File: config.mk
export PLATFORM = sky130hd
export DESIGN_NAME = rw_mailbox_fifo
export DESIGN_NICKNAME = d
export VERILOG_FILES = /design/src/rtl/rw_mailbox_fifo.sv
export SDC_FILE = /design/constraint.sdc
export NUM_CORES = 1
export LEC_CHECK = 0
export BUFFER_PORTS_ARGS = -buffer_cell sky130_fd_sc_hd__buf_2
export CORE_ASPECT_RATIO = 0.6
export CORE_MARGIN = 5
export CORE_UTILIZATION = 40
export DETAILED_ROUTE_END_ITERATION = 16
export MAX_ROUTING_LAYER = met4
export RECOVER_POWER = 100
export SYNTH_ARGS = -nofsm -noshare
export SYNTH_HDL_FRONTEND = slang
export SYNTH_SLANG_ARGS = --single-unit
File: constraint.sdc
create_clock -name clk -period 3.63 [get_ports clk]
set_input_delay 0.1815 -clock clk [delete_from_list [all_inputs] [get_ports clk]]
set_output_delay 0.1815 -clock clk [all_outputs]
set_load 0.02 [all_outputs]
File: src/rtl/rw_mailbox_fifo.sv
// ---------------------------------------------------------------------------
// rw_mailbox_fifo
// Single-clock mailbox FIFO with a registered read port (latency 1),
// registered occupancy flags and sticky overflow/underflow error flags.
// Storage is read-before-write: a word written on an edge is not visible
// to a read accepted on that same edge.
// ---------------------------------------------------------------------------
module rw_mailbox_fifo #(
    parameter int WIDTH = 4,
    parameter int DEPTH = 4
) (
    input  logic                     clk,
    input  logic                     rst,
    input  logic                     wr_en,
    input  logic [WIDTH-1:0]         wr_data,
    input  logic                     rd_en,
    output logic [WIDTH-1:0]         rd_data,
    output logic                     rd_valid,
    output logic                     full,
    output logic                     empty,
    output logic [$clog2(DEPTH):0]   count,
    output logic                     ovf_err,
    output logic                     unf_err
);

    // Pointer width; DEPTH is a power of two, so pointers wrap naturally.
    localparam int AW = $clog2(DEPTH);
    localparam int CW = AW + 1;
    localparam logic [CW-1:0] COUNT_FULL = CW'(DEPTH);

    // Storage and state
    logic [WIDTH-1:0] mem_q [DEPTH];

    logic [AW-1:0]    wr_ptr_q,   wr_ptr_d;
    logic [AW-1:0]    rd_ptr_q,   rd_ptr_d;
    logic [CW-1:0]    count_q,    count_d;
    logic             full_q,     full_d;
    logic             empty_q,    empty_d;
    logic [WIDTH-1:0] rd_data_q,  rd_data_d;
    logic             rd_valid_q, rd_valid_d;
    logic             ovf_err_q,  ovf_err_d;
    logic             unf_err_q,  unf_err_d;

    // Handshake decisions for the current edge
    logic             rd_accept;
    logic             wr_accept;

    // Decide which requests are accepted this cycle.
    always_comb begin
        // A read needs data; a write needs room, or the slot freed by a
        // read accepted on the same edge.
        rd_accept = rd_en && !empty_q;
        wr_accept = wr_en && (!full_q || rd_accept);
    end

    // Next-state for pointers, occupancy, read port and error flags.
    always_comb begin
        // NOTE: every output of this block gets a default first, so no
        // path leaves a variable unassigned and no latch is inferred.
        wr_ptr_d   = wr_ptr_q;
        rd_ptr_d   = rd_ptr_q;
        count_d    = count_q;
        rd_data_d  = rd_data_q;
        rd_valid_d = 1'b0;
        ovf_err_d  = ovf_err_q;
        unf_err_d  = unf_err_q;

        if (wr_accept) begin
            wr_ptr_d = wr_ptr_q + AW'(1);
        end

        if (rd_accept) begin
            rd_ptr_d   = rd_ptr_q + AW'(1);
            // mem_q still holds pre-edge contents here, which gives the
            // read-before-write behaviour when both pointers coincide.
            rd_data_d  = mem_q[rd_ptr_q];
            rd_valid_d = 1'b1;
        end

        unique case ({wr_accept, rd_accept})
            2'b10:   count_d = count_q + CW'(1);
            2'b01:   count_d = count_q - CW'(1);
            default: count_d = count_q;
        endcase

        // Overflow: a write that found no room and no simultaneous read.
        if (wr_en && full_q && !rd_accept) begin
            ovf_err_d = 1'b1;
        end

        // Underflow: any read request while empty, even alongside a write.
        if (rd_en && empty_q) begin
            unf_err_d = 1'b1;
        end

        // Flags are registered from the next count so they always agree
        // with the count output in the same cycle.
        full_d  = (count_d == COUNT_FULL);
        empty_d = (count_d == '0);
    end

    // Control and status registers with asynchronous reset.
    always_ff @(posedge clk or posedge rst) begin
        // NOTE: sequential state uses non-blocking assignments so every
        // flop samples pre-edge values regardless of statement order.
        if (rst) begin
            wr_ptr_q   <= '0;
            rd_ptr_q   <= '0;
            count_q    <= '0;
            full_q     <= 1'b0;
            empty_q    <= 1'b1;
            rd_data_q  <= '0;
            rd_valid_q <= 1'b0;
            ovf_err_q  <= 1'b0;
            unf_err_q  <= 1'b0;
        end else begin
            wr_ptr_q   <= wr_ptr_d;
            rd_ptr_q   <= rd_ptr_d;
            count_q    <= count_d;
            full_q     <= full_d;
            empty_q    <= empty_d;
            rd_data_q  <= rd_data_d;
            rd_valid_q <= rd_valid_d;
            ovf_err_q  <= ovf_err_d;
            unf_err_q  <= unf_err_d;
        end
    end

    // Storage write port; dropped writes never reach the array.
    always_ff @(posedge clk) begin
        // NOTE: the array is deliberately not reset; after reset the
        // pointers and count make every stale entry unreachable.
        if (wr_accept) begin
            mem_q[wr_ptr_q] <= wr_data;
        end
    end

    // Outputs come straight from registers.
    always_comb begin
        rd_data  = rd_data_q;
        rd_valid = rd_valid_q;
        full     = full_q;
        empty    = empty_q;
        count    = count_q;
        ovf_err  = ovf_err_q;
        unf_err  = unf_err_q;
    end

endmodule

==> summary.txt <==
Synthesis
  – Most numerous cell in the Yosys netlist: edfxtp_1
  – Number of flops mapped to enable cells by yosys: 16
  – Cell taking the most area after synthesis: edfxtp_1
  – Yosys top cell area share: 0.355
  – Post-Synth Simple-Gate Area: 0.0860
  – Top cells by area, synth: edfxtp_1 (35%), dfrtp_1 (28%), mux4_2 (6.7%)
  – Synthesis warning total: 0
  – Netlist Area Pre-Place: roughly 1400 um2
  – Number of library cell types mapped by synthesis: 24
  – Adder-cell area share of the yosys netlist: 0.0610
  – Syn_area_per_cell: 15.4 um2
  – Top_reg_cell synth: edfxtp_1
  – Syn Inst Count: 88
  – Sequential area share after synthesis: 0.652
  – Syn_nets: 102
  – Top post-synthesis cells by count: edfxtp_1 (16), dfrtp_1 (15), nand2_1 (13)
  – Largest family of logic cells by synthesized area: multiplexers
  – Post-synthesis compound-gate area fraction: 0.0342
  – Ys async rst share: 0.500
  – Yosys reg bits: 32
  – Synth Area in XOR/XNOR: 0.0388
  – Multiplexer share of the synthesized area: 0.0896

Worst setup path
  – Worst EP arrival: about 3 ns
  – Worst reg2reg path endpoint: empty$_DFF_PP1_
  – CP max-delay cell: dfstp_1
  – FF-to-FF Start: empty$_DFF_PP1_
  – CP Cell Sequence: nand2b_1, a21boi_0, inv_1, ha_1, inv_1, fa_1, nor2b_2, or3b_1, mux2i_1
  – Flop2flop setup slack: between 0.8 and 0.9 ns
  – Max incr delay on CP: 0.54 ns
  – Crit start category: flop
  – CP Class: flop to flop
  – CP bufs+invs: 2
  – Worst-case reg-to-reg path depth: 9
  – Crit path max fanout: 8
  – Crit path max-delay family: simple AND/OR/NAND/NOR gates
  – Worst setup EP type: flop
  – Cell mode on critical path: inv_1
  – Critical path required time: 3.85 ns

Floorplan
  – Die X: 85.1 um
  – # IOs: 20
  – Die Y: 55.1 um
  – Die Area: 4690 um2
  – Number of core rows: 16
  – Initial core utilization: 0.415
  – Core box area: 3260 um2

Final layout
  – Diodes inserted: 0
  – Multi-input logic area: 400 um2
  – Final #Nets: 127
  – Synth-to-Final Area Change: 15.5%
  – Final instance area: about 1600 um2
  – Share of cells above drive strength 1: 0.149
  – Non-Filler Instances: between 150 and 200
  – Final core occ: 0.479
  – FF/Latch Area: 882 um2
  – Fillers: 301

Drt
  – Drt pass-1 iters: 4
  – Total Wirelength: 2230 um
  – DRC: 0
  – Antenna Nets Post-Route: 0
  – Vias: 719
  – Vias/cell: 4.52
  – Wirelength per Cell: 14.0 um
  – Detailed Route Iter0 Violations: between 40 and 50

Timing
  – Fmax: 0.361 GHz
  – Final Critical Period: 2.77 ns
  – Actual slew at the worst max-slew pin: 0.677 ns
  – Skew final: about 0.009 ns
  – RSZ-0062 raised after global routing: no
  – Setup Viol. Count Final: 0
  – Final period utilization: 0.764
  – Setup TNS: 0 ns
  – Worst slew margin: 0.545
  – Fin. Hold Viols: 0
  – Max-slew violations: 0

Worst hold path
  – Min-delay src: rd_en
  – Hold Crit Class: primary input to flop
  – Hold Path End: unf_err$_DFFE_PP0P_
  – Hold Path Stages: 2

Power and ir drop
  – Maximum VDD drop: 331 uV
  – Pwr Total: between 1000 and 1500 uW
  – PD cells: 842 nW/um2
  – Leakage: 0.000639 uW

Global route
  – Vias in the first global route: 765
  – First-pass GRT wire length: 3620 um
  – Gr usage total: 0.117
  – Total gr overflow: 0
  – Initial antenna violation count: 0
  – Largest net degree at the start of global routing: 17

Clock tree
  – Post-CTS Setup Repair Bufs: 0
  – Root Buffer Master: clkbuf_8
  – CTS sink count: 32
  – CTS tree: built
  – Clock Path Buffers: 2
  – Clock slew at reported path FFs: approximately 0.07 ns
  – Clk_lat worst skew: 0.29 ns
  – H-Tree Level Count: 2
  – CTS Buf Count: 5

Status
  – Status: finished clean

Placement
  – Count of input and output buffers: 19
  – RD Place Congestion: 0.699
  – Placed cell area: 1480 um2
  – Dpl cells: 150
  – Post-DP HPWL: 1700 um

Run
  – Maxcap violations: 0
logic make-up (layout without fill, tap and decap cells):
group | after synthesis | count (layout)
XOR/XNOR | 6 | 6
AND/OR/NAND/NOR | 22 | 22
buffers and inverters | 10 | 36
multiplexers | 7 | 7
flip-flops | 32 | 32
adder cells (fa/ha/maj) | 6 | 6
AO/OA/AOI/OAI | 5 | 5
worst register-to-register path: stages (launching register included):
cell	delay (ns)
dfstp_1	0.54
nand2b_1	0.30
a21boi_0	0.31
inv_1	0.12
ha_1	0.18
inv_1	0.07
fa_1	0.49
nor2b_2	0.18
or3b_1	0.38
mux2i_1	0.15
timing repair:
| item | in CTS | in global routing |
|---|---|---|
| resized for setup | 0 | 0 |
| hold buffers | 1 | 0 |
| hold endpoints to repair | 15 | 0 |
routing by layer:
| layer | vias to the layer above | share of wire | GRT usage |
|---|---|---|---|
| li1 | 351 | - | - |
| met1 | 347 | 0.45 | 0.125 |
| met2 | 17 | 0.47 | 0.174 |
| met3 | 4 | 0.070 | 0.0651 |
| met4 | 0 | 0.013 | 0.0711 |
| met5 | - | 0 | - |
area by class of cell:
| class | instances | share of cell area |
|---|---|---|
| Clock buffer | 5 | 0.0440 |
| Clock inverter | 3 | 0.0264 |
| Inverter | 8 | 0.0192 |
| Multi-Input combinational cell | 46 | 0.256 |
| Sequential cell | 32 | 0.564 |
| Tap cell | 45 | 0.0360 |
| Timing Repair Buffer | 20 | 0.0544 |
sequential cells by signal (all words and copies together), names as in the netlist:
register	cells
mem_q	16
rd_data	4
full	1
unf_err	1
ovf_err	1
rd_valid	1
count	3
empty	1
wr_ptr_q	2
rd_ptr_q	2
power by group:
part | leakage [uW] | switching, uW | total (uW) | internal (uW)
clock network | 0.0000585 | 129 | 333 | 203
registers | 0.000332 | 89.7 | 589 | 499
logic | 0.000249 | 227 | 396 | 169
how the worst max path moves through the flow:
stage,startpoint,to,slack (ns),cells after the start
floorplan,empty$_DFF_PP1_,empty$_DFF_PP1_,1.25,10
global placement,empty$_DFF_PP1_,empty$_DFF_PP1_,1.32,9
detailed placement,empty$_DFF_PP1_,empty$_DFF_PP1_,1.25,9
CTS,empty$_DFF_PP1_,empty$_DFF_PP1_,1.23,9
global route,empty$_DFF_PP1_,full$_DFF_PP0_,0.58,9
finish,empty$_DFF_PP1_,empty$_DFF_PP1_,0.86,9
layout by cell type, fill, tap and decap left out:
master         synthesis  routed
a31oi_1                1       1
dlygate4sd3_1          0       1
clkinv_2               0       1
buf_2                  0       3
clkbuf_8               0       5
xor2_1                 2       2
xnor2_1                4       4
mux4_2                 4       4
nor2b_2                1       1
a31o_2                 1       1
clkbuf_1               0      16
inv_1                  8       8
dfrtp_1               15      15
a21oi_1                1       1
edfxtp_1              16      16
nor3b_1                1       1
nand2b_1               0       1
a21o_1                 1       1
inv_4                  0       1
and2_0                 0       4
a21boi_0               0       1
ha_1                   5       5
mux2_1                 1       1
or3b_1                 1       1
nand2_1               13      13
dfstp_1                0       1
nor2_1                 1       1
bufinv_16              0       1
mux2i_1                2       2
fa_1                   1       1
stage by stage:
stage	hold slack, ns	setup WS [ns]
finish	0.116	0.858
global route	0.111	0.583
CTS	0.103	1.23
detailed placement	0.276	1.25
global placement	0.275	1.32
floorplan	0.0945	1.25
Power figures use the tool's default switching activity.
